$ cat src/rtl/booth_divider.sv
// booth_divider: multi-cycle signed restoring divider.
// Operands are reduced to magnitudes on start, one quotient bit is produced
// per clock (MSB first), and signs are re-applied in a final DONE cycle.
// Quotient truncates toward zero; the remainder carries the dividend's sign.
module booth_divider #(
  parameter int unsigned DW = 16,
  parameter int unsigned VW = 8
) (
  input  logic          clk,
  input  logic          rst,
  input  logic          start,
  input  logic [DW-1:0] dividend,
  input  logic [VW-1:0] divisor,
  output logic [DW-1:0] quotient,
  output logic [VW-1:0] remainder,
  output logic          busy,
  output logic          flag,
  output logic          dz,
  output logic          ovf
);

  // Partial remainder / divisor magnitude width: one extra bit so that the
  // magnitude of the most negative divisor (2^(VW-1)) and the shifted
  // partial remainder both fit.
  localparam int unsigned PW = VW + 1;
  // Shifted partial remainder width (partial remainder plus incoming bit).
  localparam int unsigned SW = VW + 2;
  // Iteration counter width, large enough to hold DW.
  localparam int unsigned CW = $clog2(DW + 1);

  localparam logic [DW-1:0] MOST_NEG = {1'b1, {(DW-1){1'b0}}};
  localparam logic [VW-1:0] MINUS_ONE = {VW{1'b1}};

  // FSM encoding
  localparam logic [1:0] IDLE = 2'd0;
  localparam logic [1:0] CALC = 2'd1;
  localparam logic [1:0] DONE = 2'd2;

  logic [1:0]    state_q;
  logic [1:0]    state_d;

  // Working registers
  logic [DW-1:0] qmag_q;    // dividend magnitude shifting out, quotient shifting in
  logic [PW-1:0] pr_q;      // partial remainder magnitude
  logic [PW-1:0] bmag_q;    // divisor magnitude
  logic [CW-1:0] cnt_q;     // remaining iterations
  logic          qsign_q;   // quotient sign
  logic          rsign_q;   // remainder sign (dividend sign)
  logic          dz_p_q;    // pending divide-by-zero status
  logic          ovf_p_q;   // pending overflow status

  // Operand decode at the accepting edge
  logic [DW-1:0] amag_c;
  logic [PW-1:0] dvs_ext_c;
  logic [PW-1:0] bmag_c;
  logic          div_zero_c;
  logic          div_ovf_c;
  logic          accept_c;

  // One restoring step
  logic [SW-1:0] shifted_c;
  logic [SW-1:0] bmag_ext_c;
  logic          ge_c;
  logic [PW-1:0] pr_nx_c;
  logic [DW-1:0] qmag_nx_c;

  // Sign application for the final result
  logic [VW-1:0] rmag_c;
  logic [DW-1:0] q_signed_c;
  logic [VW-1:0] r_signed_c;

  // Operand magnitudes and special-case detection
  always_comb begin
    amag_c     = dividend[DW-1] ? (-dividend) : dividend;
    dvs_ext_c  = {divisor[VW-1], divisor};
    bmag_c     = divisor[VW-1] ? (-dvs_ext_c) : dvs_ext_c;
    div_zero_c = (divisor == '0);
    div_ovf_c  = (dividend == MOST_NEG) && (divisor == MINUS_ONE);
    accept_c   = (state_q == IDLE) && start;
  end

  // Single restoring-division step: shift in next dividend bit, trial subtract
  always_comb begin
    shifted_c  = {pr_q, qmag_q[DW-1]};
    bmag_ext_c = {1'b0, bmag_q};
    ge_c       = (shifted_c >= bmag_ext_c);
    pr_nx_c    = ge_c ? PW'(shifted_c - bmag_ext_c) : PW'(shifted_c);
    qmag_nx_c  = {qmag_q[DW-2:0], ge_c};
  end

  // Signed result from magnitudes
  always_comb begin
    rmag_c     = pr_q[VW-1:0];
    q_signed_c = qsign_q ? (-qmag_q) : qmag_q;
    r_signed_c = rsign_q ? (-rmag_c) : rmag_c;
  end

  // State register
  always_ff @(posedge clk) begin
    if (rst) begin
      state_q <= IDLE;
    end else begin
      state_q <= state_d;
    end
  end

  // Next-state logic
  always_comb begin
    state_d = state_q;
    case (state_q)
      IDLE: begin
        if (start) begin
          state_d = div_zero_c ? DONE : CALC;
        end
      end
      CALC: begin
        if (cnt_q == CW'(1)) begin
          state_d = DONE;
        end
      end
      DONE: begin
        state_d = IDLE;
      end
      default: begin
        state_d = IDLE;
      end
    endcase
  end

  // Datapath and registered outputs
  always_ff @(posedge clk) begin
    if (rst) begin
      qmag_q    <= '0;
      pr_q      <= '0;
      bmag_q    <= '0;
      cnt_q     <= '0;
      qsign_q   <= 1'b0;
      rsign_q   <= 1'b0;
      dz_p_q    <= 1'b0;
      ovf_p_q   <= 1'b0;
      quotient  <= '0;
      remainder <= '0;
      busy      <= 1'b0;
      flag      <= 1'b0;
      dz        <= 1'b0;
      ovf       <= 1'b0;
    end else begin
      case (state_q)
        IDLE: begin
          if (accept_c) begin
            // A zero divisor skips CALC; zeroed magnitudes give a 0 r 0 result
            qmag_q  <= div_zero_c ? '0 : amag_c;
            pr_q    <= '0;
            bmag_q  <= bmag_c;
            cnt_q   <= div_zero_c ? '0 : CW'(DW);
            qsign_q <= dividend[DW-1] ^ divisor[VW-1];
            rsign_q <= dividend[DW-1];
            dz_p_q  <= div_zero_c;
            ovf_p_q <= div_ovf_c;
            busy    <= 1'b1;
            flag    <= 1'b0;
            dz      <= 1'b0;
            ovf     <= 1'b0;
          end
        end
        CALC: begin
          qmag_q <= qmag_nx_c;
          pr_q   <= pr_nx_c;
          cnt_q  <= cnt_q - CW'(1);
        end
        DONE: begin
          quotient  <= q_signed_c;
          remainder <= r_signed_c;
          dz        <= dz_p_q;
          ovf       <= ovf_p_q;
          busy      <= 1'b0;
          flag      <= 1'b1;
        end
        default: begin
          busy <= 1'b0;
        end
      endcase
    end
  end

endmodule
$ cat config.mk
export PLATFORM = sky130hd
export DESIGN_NAME = booth_divider
export DESIGN_NICKNAME = d
export VERILOG_FILES = /design/src/rtl/booth_divider.sv
export SDC_FILE = /design/constraint.sdc
export NUM_CORES = 1
export LEC_CHECK = 0
export CORE_ASPECT_RATIO = 0.8
export CORE_MARGIN = 1
export CORE_UTILIZATION = 50
export DETAILED_ROUTE_END_ITERATION = 12
export MAX_ROUTING_LAYER = met4
export PLACE_DENSITY = 0.84
export SYNTH_ARGS = -nofsm -noshare
export SYNTH_HDL_FRONTEND = slang
export SYNTH_SLANG_ARGS = --single-unit
$ cat constraint.sdc
create_clock -name clk -period 4.09 [get_ports clk]
set_input_delay 0.6135 -clock clk [delete_from_list [all_inputs] [get_ports clk]]
set_output_delay 0.6135 -clock clk [all_outputs]
set_load 0.02 [all_outputs]
# Yosys cells after proc, flatten, opt, wreduce, memory -nomap -nowiden
# Cells that the tools add are included.
[word_totals]
ff_bits = 73
in_bits = 27
out_inout_bits = 28
word_cells = 66
[classes]
addsub = 6
order_cmp = 1
eq_ne = 8
n_mux = 23
n_bitwise = 2
reduce_logical = 11
[ops]
columns = ["op", "n"]
rows = [
  ["$mux W16", 4],
  ["$neg A16 Y16", 2],
  ["$pmux W16 S2", 1],
  ["$mux W9", 3],
  ["$pmux W9 S2", 1],
  ["$eq A16 B16 Y1 const B", 1],
  ["$ge A10 B9 Y1", 1],
  ["$mux W5", 2],
  ["$pmux W5 S2", 1],
  ["$reduce_and A2 Y1", 5],
  ["$neg A9 Y9", 1],
  ["$sub A9 B9 Y9", 1],
  ["$eq A8 B8 Y1 const B", 1],
  ["$logic_not A8 Y1", 1],
  ["$mux W8", 1],
  ["$neg A8 Y8", 1],
  ["$pmux W1 S2", 4],
  ["$mux W2", 3],
  ["$ne A2 B2 Y1 const B", 3],
  ["$eq A5 B1 Y1 const B", 1],
  ["$sub A5 B1 Y5 const B", 1],
  ["$pmux W2 S2", 1],
  ["$reduce_bool A2 Y1", 2],
  ["$eq A2 B1 Y1 const B", 1],
  ["6 further kinds", 8],
]

# Logic depth before layout (Yosys ltp)
[logic_depth]
depth_word = 5
mapped_depth = 10
mapped_depth_nobuf = 9

# Worst setup path after synthesis
# OpenSTA, ideal clock, no wires.
[synth_path]
path_type = "reg-to-reg"
startpoint = "reg qmag_q[15]"
endpoint = "reg pr_q[1]"
setup_ns = 0.127
arrival_ns = 2.163
required_ns = 3.963
path_slack_ns = 1.800
path_stages_with_launch = 11
path_buffers = 1
period_less_slack_ns = 2.290
cell_sequence = "dfxtp_1 > inv_1 > ha_1 > inv_1 > fa_1 > a211oi_1 > o211ai_1 > a21oi_1 > buf_2 > mux2i_1 > o21ai_0"
[synth_between]
elab_chain_cells = 3
word_cells_on_any_way = 4
classes_between = "add/sub (1); order compare (1); mux (2)"
[synth_rtl]
columns = ["element", "line", "source"]
rows = [
  ["start: declaration", "43", "logic [DW-1:0] qmag_q;"],
  ["start signal: assignment", "152", "qmag_q <= div_zero_c ? '0 : amag_c;"],
  ["start signal: assignment", "167", "qmag_q <= qmag_nx_c;"],
  ["$sub A9 B9 Y9 or $ge A10 B9 Y1 (tied branches)", "87, 86", ""],
  ["$mux W9 (*)", "87", "pr_nx_c = ge_c ? PW'(shifted_c - bmag_ext_c) : PW'(shifted_c);"],
  ["$pmux W9 S2 (*)", "148", "case (state_q)"],
  ["end signal: assignment", "168", "pr_q <= pr_nx_c;"],
  ["end: declaration", "44", "logic [PW-1:0] pr_q;"],
]
# Every way passes the cells marked *; elsewhere a longest branch is shown, timed or not.
# A chain may end at the register's enable or synchronous reset.

# Worst setup path in the final report
[layout_path]
startpoint = "reg qmag_q[15]"
endpoint = "reg pr_q[8]"
# The elaborated chain is that of the path after synthesis.

==> results.toml <==
[synthesis]
synth_top_family_by_area = "compound AO/OA/AOI/OAI gates"
synthXorXnorAreaFrac = 0.0858
synth_ff_type = "dfxtp_1"
synth_area_sq_um = 4090
netlist-cell-type-count = 50
synth_compound_area_frac = 0.237
yosys.area_share.simple = 0.189
synth_common_cells = "dfxtp_1, nor2_1, nand2_1, a21oi_1, clkbuf_1"
synth_most_common_cell = "dfxtp_1"
async_flop_share = 0
synth_edf_count = 0
synth_cells = 500
yosysSeqAreaShare = 0.358
synthMuxAreaShare = 0.0245
synth_warnings = 0
ys_ff_latch = 73
yosysTopAreaCellShare = 0.358
yosysTopAreaCell = "dfxtp_1"
syn_avg_cell_area_sq_um = 8.17
synthAdderAreaFrac = 0.0539
syn_nets = 544
synth_area_leaders = "dfxtp_1, nor2_1, xor2_1, ha_1, a21oi_1"

[power_and_ir_drop]
p_switching_w = 0.000675
combPwrFrac = 0.295
p_leak_nw = 1.78
p_int_w = 0.00141
powerDensity_nw_per_um2 = 425
p_clk_frac = 0.306
p_seq_frac = 0.399
ir_worst_vdd_uv = 185
p_sw_frac = 0.323
p_total_w = 0.00209

[worst_setup_path]
cp_data_arrival_time_ps = 2970
start_kind = "flip-flop"
critical_path_class = "flip-flop to flip-flop"
cp-end-kind = "flip-flop"
path_max_fanout = 11
rr_worst_depth = 10
worstPathRequired_ps = 4350

[cells_and_area]
num_antenna_cells = 0
syn_to_final_growth_pct = 20.0
drive_above_1_share = 0.0607
finalNetCount = 583
fill_cells = 706

[floorplan]
die_w_um = 103
fp.coreArea_sq_um = 7910
io_pins = 55
core.rowCount = 29
die_y_um = 82.8
initial_core_util = 0.516
design.die.area_sq_um = 8540

[clock_tree]
insertion_delay_ps = 350
tritoncts = "done"
postCtsSetupBuffers = 0
ctsLongestPathBuffers = 2
numCtsBuffers = 9
post_cts_resized = 0
clk_pin_slew_ps = 70
cts-hold-fix-buffers = 0
htreeDepth = 3
cts.sinks = 73
root_buffer = "clkbuf_8"

[timing]
clock_skew_ps = 7.23
min_period_over_period = 0.662
rsz0062_at_grt = "no"
tns_ps = 0
fmax_mhz = 369
setup_violations = 0
maxSlewViolCount = 0
relSlewSlack = 0.242
finalCriticalPeriod_ps = 2710
tightest_slew_ps = 1130
hold_violations = 0

[outcome]
status = "complete, no violations"

[placement]
port_buffers = 54
dp_hpwl_mm = 7.06
gp_congestion = 0.885

[detailed_routing]
drc = 0
avgRoutedWirePerCell_um = 14.8
detail_route.iter0.violations = 278
vias = 3781
totalWireLength_mm = 9.67
first_pass_iters = 5
vias_per_cell = 5.80
drtAntennaViolNets = 0

[global_route]
grt_pass1_wl_mm = 16.2
grt_start_max_net_pins = 39
globalRouteOverflowTotal = 0
gr-usage-all-layers = 0.248
antenna_found_initial = 0
grt_pass1_vias = 3472

[min_path]
whs_path_depth = 2
hp-class = "flip-flop to flip-flop"

[run]
drv_cap = 0
[metrics by stage]
step	hold WS (ps)	util	cell area, sq um	setup slack [ps]	instances
2_1_floorplan	426	-	4090	1800	500
3_3_place_gp	442	0.591	4670	1410	636
3_5_place_dp	445	0.591	4670	1340	636
4_1_cts	455	0.620	4900	1430	652
5_1_grt	477	0.620	4900	1230	652
6_report	453	0.620	4900	1380	652
[power by group through the flow]
stage	logic [W]	registers, W	clock network [W]
after CTS	0.000609	0.000830	0.000646
after detailed placement	0.000605	0.000846	0
after global routing	0.000684	0.000840	0.000684
after global placement	0.000589	0.000842	0
final	0.000616	0.000832	0.000638
after floorplan	0.000456	0.000833	0
[critical path: stages, from the launching register on]
cell and delay (ps):
dfxtp_1 360, inv_1 90, ha_1 190, inv_1 60
fa_1 400, a211oi_1 410, o211ai_1 170, a21oi_1 330
buf_4 270, a2111oi_0 90, o31ai_1 250
[cell usage in the layout, fill, tap and decap left out, drive strengths merged, types with 2 or more instances in the layout]
master         netlist  layout
dfxtp               73      73
nor2                59      59
clkdlybuf4s50        0      53
nand2               41      41
a21oi               33      33
o21ai               27      27
inv                 26      26
xor2                24      24
a211oi              20      20
xnor2               16      16
ha                  16      16
o31ai               14      14
clkbuf              29      11
mux2i               10      10
nand2b               9       9
nand3                9       9
a22oi                9       9
nand4                7       7
nor3                 7       7
o22ai                7       7
a222oi               7       7
or3                  6       6
or2                  5       5
or4                  5       5
buf                  1       5
a22o                 4       4
and3                 4       4
nor2b                4       4
o41ai                4       4
nand3b               3       3
o211ai               2       2
o21bai               2       2
and2                 2       2
a311oi               2       2
a2111oi              2       2
a32oi                2       2
bufinv               0       2
clkinv               0       2
[cell type report]
class | count | area, sq um | share of cell area
Clock inverter | 5 | 77.6 | 0.0158
Tap cell | 108 | 135 | 0.0276
Timing Repair Buffer | 58 | 566 | 0.115
Clock buffer | 11 | 151 | 0.0309
Multi-Input combinational cell | 371 | 2410 | 0.492
Inverter | 26 | 97.6 | 0.0199
Sequential cell | 73 | 1460 | 0.298
[flip-flops by register name (all words and copies together) (netlist names)]
signal     count
dz_p_q         1
dz             1
pr_q           9
bmag_q         9
cnt_q          5
state_q        2
qsign_q        1
rsign_q        1
qmag_q        16
flag           1
ovf_p_q        1
ovf            1
busy           1
remainder      8
quotient      16
[final timing paths]
| path | start | to | slack [ps] |
|---|---|---|---|
| worst max-delay path | qmag_q[15] | pr_q[8] | 1380 |
| worst min-delay path | quotient[0] | quotient[0] | 450 |
| worst max register to register | qmag_q[15] | pr_q[8] | 1380 |
| worst min register to register | quotient[0] | quotient[0] | 450 |
[kinds of logic (layout without fill, tap and decap cells)]
logic type,Yosys count,after routing
XOR/XNOR,40,40
buffers and inverters,56,100
multiplexers,10,10
flip-flops,73,73
adder cells (fa/ha/maj),17,17
AND/OR/NAND/NOR,163,163
AO/OA/AOI/OAI,141,141
[per-layer routing]
metal,vias to the layer above,wire [um],global-route usage
li1,1870,-,-
met1,1751,4460,0.334
met2,150,4400,0.374
met3,10,687,0.0572
met4,0,120,0.0691
met5,-,0,-
Power figures use the tool's default switching activity.
==> RTL edit: new RTL, config.mk and constraints unchanged <==
Set the parameter `VW` to 16 (it was 8).
--- a/src/rtl/booth_divider.sv
+++ b/src/rtl/booth_divider.sv
@@ -6,3 +6,3 @@
   parameter int unsigned DW = 16,
-  parameter int unsigned VW = 8
+  parameter int unsigned VW = 16
 ) (
Ports: changed (resized divisor and remainder); port bits go from 55 to 71. No check against the original RTL was run, so the function may have changed too.
==> RTL edit against the original RTL <==
  * Clock skew is 3.9 ps higher
  * Total power is 120% higher
  * Routed wire length is 47% higher
  * Largest power group is now combinational logic
  * Global-route usage is 0.73 points higher
  * Sequential cell count is 24 higher
  * Worst setup slack worse by 580 ps
  * Maximum frequency is 18% lower
  * Final area is 37% higher
  * Non-clock buffer count is 17 higher
  * Core utilization is 0.55 points lower
  * Synthesized area is 38% higher
  * Synthesized cell count is 38% higher
  * Critical path type unchanged
  * Highest routed layer unchanged
==> RTL edit: results (changes against the original RTL) <==
status=finished clean; slowest cell on the critical path=o21ai_4; R2R setup slack=800 ps (-580 ps); Top Registers=bmag_q: 17 flops, pr_q: 17 flops; first-pass GRT wire length=23.1 mm (+42%); Leak Pwr=2.56 nW (+44%); DR vias=5183 (+37%); Die Wd=121 um (+17%); CP Data Arrival Time=3510 ps (+540 ps); drt total wl=14.2 mm (+47%); worst hold slack=455 ps (+2.36 ps); HPWL Detailed=10.9 mm (+54%); vias in the first global route=4712 (+36%); largest net degree at the start of global routing=44 (+13%); Synth Net Count=750 (+38%); relative slew slack=0.232 (-0.00939); dpl cell area=6420 sq um (+37%); most instantiated cells after synthesis=dfxtp_1 (97), nor2_1 (74), nand2_1 (69), a211oi_1 (43), xor2_1 (43); final hold viol count=0 (unchanged); Tot GR Track Use=0.256 (+0.00727); Worst Hold Depth=2 (unchanged); M1 WL=6.81 mm (+53%); sequential share of the synthesized area=0.344 (-0.0137); worst hold start=remainder[11]$_SDFFE_PP0P_; worst hold path endpoint=remainder[11]$_SDFFE_PP0P_; Unique masters post-synth=62 (+24%); CP peak stage delay=530 ps (+120 ps); Reg-to-Reg End=qmag_q[0]$_SDFFE_PP0P_; layout cells sized above 1=0.0498 (-0.0109); R2R cell count=11 (+1); initial antenna violation count=0 (unchanged); Placer Congestion=0.873 (-1.4%); CTS root buf=clkbuf_16; Synth area leaders=dfxtp_1 (34%), xor2_1 (6.7%), a211oi_1 (5.7%); NetSw=1.99 mW (+190%); DR iter-0 viols=627 (+130%); Max IR drop VDD=432 uV (+130%); fin nets=798 (+37%); clk_skew=11.1 ps (+3.88 ps)
## RTL edit: changes by cell type after synthesis, moves of 6 or more
cell / delta
a211oi_1: +23
dfxtp_1: +24
inv_1: +6
ha_1: +8
nand2_1: +28
nor2_1: +15
o21ai_0: +12
xnor2_1: +6
xor2_1: +19
## RTL edit: area by class of cell
| type | instances | area, sq um |
|---|---|---|
| Fill cell | 919 | 4220 |
| Inverter | 32 | 120 |
| Multi-Input combinational cell | 523 | 3440 |
| Tap cell | 144 | 180 |
| Clock buffer | 9 | 225 |
| Sequential cell | 97 | 1940 |
| Timing Repair Buffer | 75 | 733 |
| Clock inverter | 7 | 76.3 |
## RTL edit: kinds of logic after synthesis
kind of cell    synth area share
compound gates             0.243
xor+xnor                   0.101
fa+ha+maj                 0.0568
buf+inv                   0.0481
flops                      0.344
mux                       0.0231
simple gates               0.184
## RTL edit: power groups by stage
| stage | sequential [mW] | combinational, mW | clock (mW) |
|---|---|---|---|
| floorplan | 1.28 | 1.91 | 0 |
| global placement | 1.33 | 2.32 | 0 |
| detailed placement | 1.34 | 2.38 | 0 |
| CTS | 1.32 | 2.40 | 0.860 |
| global route | 1.35 | 2.66 | 0.901 |
| finish | 1.34 | 2.43 | 0.850 |
## RTL edit: worst max-delay path: cells and delay by family, from the launching register on
family / cells / cell delay (ps)
flip-flops: 1 / 310
adder cells (fa/ha/maj): 2 / 590
AO/OA/AOI/OAI: 6 / 1780
AND/OR/NAND/NOR: 1 / 300
buffers and inverters: 2 / 190
## RTL edit: stage by stage
step	cells	worst slack, ps
after global routing	887	578
after floorplan	690	1280
final	887	797
after CTS	887	825
after global placement	871	787
after detailed placement	871	714
## RTL edit: worst max-delay path by stage
| stage | start | depth (start not counted) | slack [ps] | end |
|---|---|---|---|---|
| floorplan | qmag_q[15]$_SDFFE_PP0P_ | 12 | 1280 | pr_q[10]$_SDFFE_PP0P_ |
| global placement | divisor[8] | 8 | 790 | qmag_q[15]$_SDFFE_PP0P_ |
| detailed placement | divisor[8] | 8 | 710 | qmag_q[15]$_SDFFE_PP0P_ |
| CTS | qmag_q[15]$_SDFFE_PP0P_ | 11 | 830 | qmag_q[0]$_SDFFE_PP0P_ |
| global route | qmag_q[15]$_SDFFE_PP0P_ | 11 | 580 | qmag_q[0]$_SDFFE_PP0P_ |
| finish | qmag_q[15]$_SDFFE_PP0P_ | 11 | 800 | qmag_q[0]$_SDFFE_PP0P_ |
## RTL edit: routing by layer
layer / global-route usage / up-vias
li1: - / 2600
met1: 0.353 / 2390
met2: 0.377 / 178
met3: 0.0560 / 15
met4: 0.0674 / 0
met5: - / -
